--- src/rtl/proc_pkg.sv ---
// Shared types and default widths for the instruction prefetch slice.
package proc_pkg;

    localparam int DEF_ADDR_W  = 8;
    localparam int DEF_INSTR_W = 8;

    typedef enum logic [1:0] {
        IDLE     = 2'd0,
        WAIT_ACK = 2'd1,
        DISCARD  = 2'd2
    } fetch_state_e;

endpackage

--- src/rtl/prefetch_fifo.sv ---
// Prefetch queue: DEPTH entries of {instruction, pc}, flushable, head read is zero when empty.
module prefetch_fifo
    import proc_pkg::*;
#(
    parameter int DEPTH = 4,
    parameter int WIDTH = DEF_INSTR_W + DEF_ADDR_W
) (
    input  logic                         clk_i,
    input  logic                         rst_i,
    input  logic                         flush_i,
    input  logic                         push_i,
    input  logic [WIDTH-1:0]             wr_data_i,
    input  logic                         pop_i,
    output logic [WIDTH-1:0]             rd_data_o,
    output logic [$clog2(DEPTH+1)-1:0]   count_o
);

    localparam int PTR_W = $clog2(DEPTH);
    localparam int CNT_W = $clog2(DEPTH+1);

    logic [WIDTH-1:0] mem_q [DEPTH];
    logic [PTR_W-1:0] wr_ptr_q;
    logic [PTR_W-1:0] rd_ptr_q;
    logic [CNT_W-1:0] count_q;

    always_ff @(posedge clk_i) begin
        if (rst_i || flush_i) begin
            wr_ptr_q <= '0;
            rd_ptr_q <= '0;
            count_q  <= '0;
        end else begin
            if (push_i) wr_ptr_q <= wr_ptr_q + 1'b1;
            if (pop_i)  rd_ptr_q <= rd_ptr_q + 1'b1;
            case ({push_i, pop_i})
                2'b10:   count_q <= count_q + 1'b1;
                2'b01:   count_q <= count_q - 1'b1;
                default: count_q <= count_q;
            endcase
        end
    end

    // Storage carries no reset; the head is masked whenever the queue is empty.
    always_ff @(posedge clk_i) begin
        if (push_i && !flush_i && !rst_i) mem_q[wr_ptr_q] <= wr_data_i;
    end

    assign rd_data_o = (count_q != '0) ? mem_q[rd_ptr_q] : '0;
    assign count_o   = count_q;

endmodule

--- src/rtl/instr_prefetch.sv ---
// Instruction prefetcher: one-outstanding fetch FSM feeding a small queue.
// Optional macro PREFETCH_STATS_EN adds a saturating 16-bit accepted-ack counter.
//
//   state    | meaning
//   IDLE     | no request; waits for queue space
//   WAIT_ACK | request at mem_addr outstanding; ack pushes into queue
//   DISCARD  | redirected while waiting; ack is dropped, then fetch new target
module instr_prefetch
    import proc_pkg::*;
#(
    parameter int DEPTH   = 4,
    parameter int ADDR_W  = DEF_ADDR_W,
    parameter int INSTR_W = DEF_INSTR_W
) (
    input  logic               clk,
    input  logic               CLB,
    output logic               mem_req,
    output logic [ADDR_W-1:0]  mem_addr,
    input  logic               mem_ack,
    input  logic [INSTR_W-1:0] mem_data,
    output logic [INSTR_W-1:0] Instruction,
    output logic [ADDR_W-1:0]  instr_pc,
    output logic               instr_valid,
    input  logic               instr_take,
    input  logic               redirect,
    input  logic [ADDR_W-1:0]  redirect_pc
`ifdef PREFETCH_STATS_EN
    ,
    output logic [15:0]        fetch_count
`endif
);

    localparam int CNT_W = $clog2(DEPTH+1);

    fetch_state_e        state_q;
    logic [ADDR_W-1:0]   fetch_pc_q;
    logic [ADDR_W-1:0]   mem_addr_q;
    logic                mem_req_q;
    logic [CNT_W-1:0]    count;
    logic [CNT_W:0]      occ_d;
    logic                ack_acc;
    logic                push;
    logic                pop;
    logic                has_space_d;

    // Redirect wins over both push and pop in the same cycle.
    assign ack_acc     = mem_req_q & mem_ack;
    assign push        = ack_acc & (state_q == WAIT_ACK) & ~redirect;
    assign pop         = instr_take & instr_valid & ~redirect;
    assign occ_d       = {1'b0, count} + (CNT_W+1)'(push) - (CNT_W+1)'(pop);
    assign has_space_d = occ_d < (CNT_W+1)'(DEPTH);

    always_ff @(posedge clk) begin
        if (CLB) begin
            state_q    <= IDLE;
            fetch_pc_q <= '0;
            mem_req_q  <= 1'b0;
            mem_addr_q <= '0;
        end else begin
            case (state_q)
                IDLE: begin
                    if (redirect) begin
                        fetch_pc_q <= redirect_pc;
                    end else if (count < CNT_W'(DEPTH)) begin
                        state_q    <= WAIT_ACK;
                        mem_req_q  <= 1'b1;
                        mem_addr_q <= fetch_pc_q;
                    end
                end
                WAIT_ACK: begin
                    if (redirect) begin
                        fetch_pc_q <= redirect_pc;
                        if (ack_acc) mem_addr_q <= redirect_pc;
                        else         state_q    <= DISCARD;
                    end else if (ack_acc) begin
                        fetch_pc_q <= fetch_pc_q + 1'b1;
                        if (has_space_d) begin
                            mem_addr_q <= fetch_pc_q + 1'b1;
                        end else begin
                            state_q   <= IDLE;
                            mem_req_q <= 1'b0;
                        end
                    end
                end
                DISCARD: begin
                    // Queue was flushed on entry, so there is always room to refetch.
                    if (redirect) fetch_pc_q <= redirect_pc;
                    if (ack_acc) begin
                        state_q    <= WAIT_ACK;
                        mem_addr_q <= redirect ? redirect_pc : fetch_pc_q;
                    end
                end
                default: begin
                    state_q   <= IDLE;
                    mem_req_q <= 1'b0;
                end
            endcase
        end
    end

    prefetch_fifo #(
        .DEPTH (DEPTH),
        .WIDTH (INSTR_W + ADDR_W)
    ) u_fifo (
        .clk_i     (clk),
        .rst_i     (CLB),
        .flush_i   (redirect),
        .push_i    (push),
        .wr_data_i ({mem_data, fetch_pc_q}),
        .pop_i     (pop),
        .rd_data_o ({Instruction, instr_pc}),
        .count_o   (count)
    );

    assign instr_valid = (count != '0);
    assign mem_req     = mem_req_q;
    assign mem_addr    = mem_addr_q;

`ifdef PREFETCH_STATS_EN
    logic [15:0] fetch_count_q;

    always_ff @(posedge clk) begin
        if (CLB)                                   fetch_count_q <= '0;
        else if (ack_acc && fetch_count_q != 16'hFFFF) fetch_count_q <= fetch_count_q + 1'b1;
    end

    assign fetch_count = fetch_count_q;
`endif

endmodule

--- config.mk ---
export PLATFORM = sky130hd
export DESIGN_NAME = instr_prefetch
export DESIGN_NICKNAME = d
export VERILOG_FILES = /design/src/rtl/proc_pkg.sv /design/src/rtl/prefetch_fifo.sv /design/src/rtl/instr_prefetch.sv
export SDC_FILE = /design/constraint.sdc
export NUM_CORES = 1
export LEC_CHECK = 0
export ABC_AREA = 1
export CAP_MARGIN = 30
export CORE_MARGIN = 1.5
export CORE_UTILIZATION = 40
export DETAILED_ROUTE_END_ITERATION = 16
export SYNTH_ARGS = -nofsm -noshare
export SYNTH_HDL_FRONTEND = slang
export SYNTH_SLANG_ARGS = --single-unit
export TNS_END_PERCENT = 1
--- constraint.sdc ---
create_clock -name clk -period 2.8 [get_ports clk]
set_input_delay 0.56 -clock clk [delete_from_list [all_inputs] [get_ports clk]]
set_output_delay 0.56 -clock clk [all_outputs]
set_load 0.02 [all_outputs]
# Word-level counts from Yosys, hierarchy flattened

Memories as Yosys holds them, arrays and structs flattened. A register that Yosys moved wholly into a read port is not among the register bits.
Cells that the tools add are included.

Flip-flop bits (word level): 26
Bits of input ports: 21
Logic and storage cells: 85
Memories kept: 1
RAM bits: 64
Output and inout bits: 26

Bitwise gates (word level): 7
Muxes and demuxes: 32
Equality and inequality tests: 14
$add $sub $neg: 7
Reduce and logical (&&, ||, !) cells: 15
$lt $le $gt $ge: 2

Memories:

| memory       | depth | bits a word | read ports | clocked after Yosys merged registers in | wr ports | line                | source |
|---|---|---|---|---|---|---|---|
| u_fifo.mem_q | 4     | 16          | 1          | 1                                       | 1        | prefetch_fifo.sv:21 | `logic [WIDTH-1:0] mem_q [DEPTH];` |

Operators with widths:

| cell                                                | count |
|---|---|
| 2-to-1 mux 8 bit                                    | 10 |
| case mux 8 bit (3 select lines)                     | 1 |
| 2-to-1 mux 2 bit                                    | 9 |
| AND reduction 6 bit                                 | 3 |
| 2-to-1 mux 16 bit                                   | 1 |
| case mux 8 bit (2 select lines)                     | 1 |
| inequality test 2 bit, second input constant        | 6 |
| inequality test 3 bit, second input constant        | 4 |
| adder 8 x 1 -> 8 bit, second input constant         | 1 |
| 2-to-1 mux 1 bit                                    | 7 |
| case mux 2 bit (3 select lines)                     | 1 |
| case mux 3 bit (2 select lines)                     | 1 |
| nonzero test 3 bit                                  | 2 |
| bitwise AND 1 bit                                   | 5 |
| adder 2 x 1 -> 2 bit, second input constant         | 2 |
| adder 3 x 1 -> 4 bit                                | 1 |
| equality test 2 x 1 -> 1 bit, second input constant | 2 |
| equality test 2 bit, second input constant          | 2 |
| < comparator 4 x 3 -> 1 bit, second input constant  | 1 |
| nonzero test 2 bit                                  | 2 |
| subtractor 4 x 1 -> 4 bit                           | 1 |
| adder 3 x 1 -> 3 bit, second input constant         | 1 |
| < comparator 3 bit, second input constant           | 1 |
| case mux 1 bit (3 select lines)                     | 1 |
| other kinds (8)                                     | 11 |

# Longest topological paths before layout

Gate-level depths: netlist of run 1.

Depth after elaboration: 10
Depth in mapped cells: 16
Mapped depth without buffers: 16

# Cells and area by module

From an unflattened synthesis of run 1, not the netlist that was laid out.

Cells, all modules: 520
Area, all modules: 4674.5 um2

By module, submodules not included:

| module         | cells an instance | area an instance (um2) | sequential area each (um2) | instances |
|---|---|---|---|---|
| prefetch_fifo  | 263               | 3056.7                 | 2102.0                     | 1 |
| instr_prefetch | 257               | 1617.8                 | 380.4                      | 1 |

# Least setup slack after synthesis of run 1

OpenSTA, ideal clock, no wires.

Kind: reg2reg
Start: reg state_q[1]
End: reg u_fifo.count_q[2], in the netlist u_fifo.count_o[2]
Setup slack: 691 ps
Data required time: 2677 ps
Setup time: 123 ps
Arrival: 1986 ps
Clock period less this slack: 2109 ps
Cell stages (with the launch flop): 14
Cells stage by stage: dfxtp_1 inv_1 ha_1 buf_4 nand2_2 nor2_8 inv_1 ha_1 inv_1 fa_1 a21oi_1 o21ai_0 xor2_1 nor2_1

Cells in the longest elaborated chain, start to end: 5
Elaborated cells on any way between the ends: 7
Those cells by class: 3 x eq/ne; 1 x mux; 2 x bitwise; 1 x reduce/logical

Ends and longest elaborated chain:

| what                                                                  | line                 | source |
|---|---|---|
| start: declaration                                                    | instr_prefetch.sv:35 | `fetch_state_e state_q;` |
| start signal: assignment                                              | instr_prefetch.sv:55 | `state_q <= IDLE;` |
| start signal: assignment                                              | instr_prefetch.sv:65 | `state_q <= WAIT_ACK;` |
| start signal: assignment                                              | instr_prefetch.sv:74 | `else state_q <= DISCARD;` |
| equality test 2 x 1 -> 1 bit *                                        | instr_prefetch.sv:48 | `assign push = ack_acc & (state_q == WAIT_ACK) & ~redirect;` |
| bitwise AND 1 bit * (2 in a row)                                      | instr_prefetch.sv:48 |  |
| equality test 2 x 1 -> 1 bit or equality test 2 bit (tied branches)   | prefetch_fifo.sv:34  | `case ({push_i, pop_i})` |
| case mux 3 bit (2 select lines) or nonzero test 2 bit (tied branches) | --                   |  |
| end signal: assignment                                                | prefetch_fifo.sv:35  | `2'b10: count_q <= count_q + 1'b1;` |
| end signal: assignment                                                | prefetch_fifo.sv:36  | `2'b01: count_q <= count_q - 1'b1;` |
| end signal: assignment                                                | prefetch_fifo.sv:37  | `default: count_q <= count_q;` |
| end: declaration                                                      | prefetch_fifo.sv:24  | `logic [CNT_W-1:0] count_q;` |

Every way passes the cells marked *; elsewhere a longest branch is shown, timed or not.
A chain may end at the register's enable or synchronous reset.

# Worst setup path in the final report of run 1

Start: reg u_fifo.count_q[2], in the netlist u_fifo.count_o[2]
End: out instr_pc[5]

Cells in the longest elaborated chain, start to end: 2

Ends and longest elaborated chain:

| what               | line                 | source |
|---|---|---|
| nonzero test 3 bit | prefetch_fifo.sv:47  | `assign rd_data_o = (count_q != '0) ? mem_q[rd_ptr_q] : '0;` |
| 2-to-1 mux 16 bit  | prefetch_fifo.sv:47  |  |
| end: declaration   | instr_prefetch.sv:22 | `output logic [ADDR_W-1:0] instr_pc,` |

Every way passes these cells.

==> run_results.csv, run 1 <==
group,metric,value,unit
setup_path,crit_path_end_kind,"output pin",
grt,antenna_found_initial,0,
sta,finalCritPeriodShare,93.60,%
yosys,synth.most_common_cell,"nor2_1",
cts,cts_hold_buffers,0,
sta,hold-worst-slack,0.4982,ns
yosys,synth_top_cells_by_area,"edfxtp_1 43%, dfxtp_1 13%, nor2_1 9.0%",
sta,fmax,0.3816,GHz
sta,setup_viol,0,
yosys,synth_edf_count,64,
floorplanning,die_y,108.6,um
yosys,ys.flop_type,"edfxtp_1",
yosys,yosys-top-cells-count,"107 x nor2_1, 64 x edfxtp_1, 61 x nand2_1, 51 x o21ai_0, 46 x a21oi_1",
setup_path,crit_arrival,2.06,ns
drt,drtAntennaViolNets,0,
finish,antennaDiodeCount,0,
drt,dr.first_iter.drc_count,175,
flow_run,maxCapViolCount,0,
cts,htreeDepth,3,
floorplanning,core,0.01084,mm^2
yosys,syn_nets,530,
grt,grt_pass1_wl,16.12,mm
setup_path,critical-path-top-delay-family,"buffers and inverters",
yosys,postSynthAreaPerCell,9.016,um^2
finish,fillers,1042,
sta,finClkSkew,0.008544,ns
setup_path,crit_fanout,16,
yosys,yosys.area.top_type,"edfxtp_1",
floorplanning,rows,38,
setup_path,path_cells,"inv_2 -> nand2_2 -> clkinvlp_4 -> buf_12 -> a21oi_1 -> clkdlybuf4s50_1",
pwr,ir_drop,0.5721,mV
yosys,syn-instance-count,495,
sta,slew_viol_final,0,
finish,seq_area,0.002482,mm^2
yosys,yosysTopAreaCellShare,43.06,%
cts,cts-root-buf,"clkbuf_8",
place,hpwl,6.477,mm
yosys,synth_cell_types,33,
yosys,synth_warnings,0,
drt,route.detailed.drc,0,
grt,grt_pass1_vias,3429,
cts,path_clk_slew,0.10,ns
sta,tns,0,ns
cts,cts_tree,"done",
place,place_congestion,0.8689,
min_path,holdCritPathClass,"reg -> reg",
outcome,status,"complete, no violations",
sta,rsz0062_at_grt,"no",
setup_path,path_buf_inv,4,
cts,worstSkewPairLatency,0.36,ns
grt,overflow,0,
finish,final_net_count,582,
sta,period_minus_slack,2.621,ns
place,io_buffers,46,
finish,area_growth,20.10,%
drt,viasPerCell,5.100,
floorplanning,dieArea,0.01180,mm^2
pwr,powerDensity,723.4,mW/mm^2
sta,tightest_slew,0.5800,ns
grt,grt_max_degree,25,
yosys,synth_area,0.004463,mm^2
finish,post-route-util,49.45,%
drt,wl_per_cell,14.23,um
yosys,ys_ff_latch,92,
setup_path,worst-endpoint-required,2.24,ns
sta,finalHoldViolCount,0,
floorplanning,die_x,108.6,um
yosys,yosysSeqAreaShare,55.62,%
finish,multiInputGateArea,0.001713,mm^2
setup_path,slowest_stage,"clkdlybuf4s50_1",
cts,clock_path_buffers,2,
drt,drtPass1Iterations,4,
grt,grt.total_usage,17.72,%
cts,cts-buffers-inserted,9,
floorplanning,num_io_pins,47,
yosys,async_flop_share,0,%
finish,drive_gt1_share,9.058,%
setup_path,crit_path_max_incr_delay,0.63,ns
setup_path,critPathKind,"reg -> out",
drt,vias,3529,
setup_path,start_kind,"flop",
floorplanning,initial_core_util,41.17,%
sta,max-slew-margin-rel,61.29,%
cts,clock-sinks,92,
drt,wirelength,9.848,mm
pwr,power.leakage,2.045,nW
## per-stage QoR
| step | setup WS, ns | instance area (um^2) | std cells | power [mW] |
|---|---|---|---|---|
| finish | 0.1793 | 5360 | 692 | 3.878 |
| global route | 0.006434 | 5360 | 692 | 4.118 |
| CTS | 0.09469 | 5354 | 692 | 3.903 |
| detailed placement | 0.2006 | 5146 | 675 | 3.036 |
| global placement | 0.2085 | 5146 | 675 | 3.020 |
| floorplan | 0.6913 | 4463 | 495 | 2.633 |
## per-layer routing
layer / routed length, um / share of wire [%] / track usage [%] / vias up
met5: 0 / 0 / 0 / -
met4: 97 / 0.98 / 6.391 / 0
met3: 559 / 5.7 / 3.766 / 10
met2: 4782 / 49 / 30.55 / 108
met1: 4409 / 45 / 21.88 / 1635
li1: - / - / - / 1776
## final cells by class
cell class	instances	area share, %
Clock inverter	6	1.050
Clock buffer	10	2.381
Timing Repair Buffer	61	11.74
Tap cell	140	3.268
Sequential cell	92	46.31
Inverter	46	3.291
Multi-Input combinational cell	337	31.96
## path summary, 6_finish.rpt
check,startpoint,endpoint,slack [ns],cells after the start
max,u_fifo.count_o[2],instr_pc[5],0.18,6
min,mem_addr[6],mem_addr[6],0.50,2
max reg2reg,state_q[1],u_fifo.count_o[2],0.44,12
min reg2reg,mem_addr[6],mem_addr[6],0.50,2
## cell usage in the layout (no fill, tap or decap), drive strengths merged, types with 4 or more instances in the layout
cell | synthesis | layout
nor2 | 109 | 109
nand2 | 68 | 68
edfxtp | 64 | 64
o21ai | 51 | 51
inv | 46 | 49
a21oi | 48 | 48
clkdlybuf4s50 | 0 | 45
dfxtp | 28 | 28
nand3 | 22 | 22
buf | 4 | 15
ha | 13 | 13
clkbuf | 16 | 10
nor3b | 5 | 5
a221oi | 4 | 4
## worst min-delay path: cells and delay by family, from the launching register on
family	cells	cell delay [ns]
AO/OA/AOI/OAI	1	0.04
flip-flops	1	0.34
AND/OR/NAND/NOR	1	0.09
## report_power, final
group          internal (mW)  leakage (nW)  switching, mW  total [mW]
logic                  0.491          1.14          0.744        1.24
registers               1.63         0.810          0.157        1.79
clock network          0.344        0.0913          0.509       0.853
total                   2.47          2.04           1.41        3.88
## flip-flops by register name, indices dropped and copies added (netlist names), named ones only
register         count
u_fifo.count_o       3
mem_addr             8
mem_req              1
u_fifo.mem_q        64
u_fifo.rd_ptr_q      2
state_q              2
u_fifo.wr_ptr_q      2
fetch_pc_q           8
## logic make-up after synthesis
| kind of cell | after synthesis | synth area share [%] |
|---|---|---|
| and+or+nand+nor | 210 | 20.55 |
| buffers and inverters | 66 | 5.999 |
| xor gates and xnor gates | 1 | 0.1963 |
| DFF | 92 | 55.62 |
| AOI/OAI and AO/OA | 112 | 13.54 |
| adders and majority gates | 14 | 4.093 |
## repair_timing
action,CTS,global route
gates cloned,0,0
resized for setup,1,2
hold endpoints to repair,0,0
setup endpoints to repair,2,4
buffers inserted,1,0
(Power assumes the default switching activity.)
==> run 2: changes to the inputs <==
SLEW_MARGIN = 10   (was default)
==> results of run 2 <==
Final layout, timing and power as in run 1 (identical DEF).
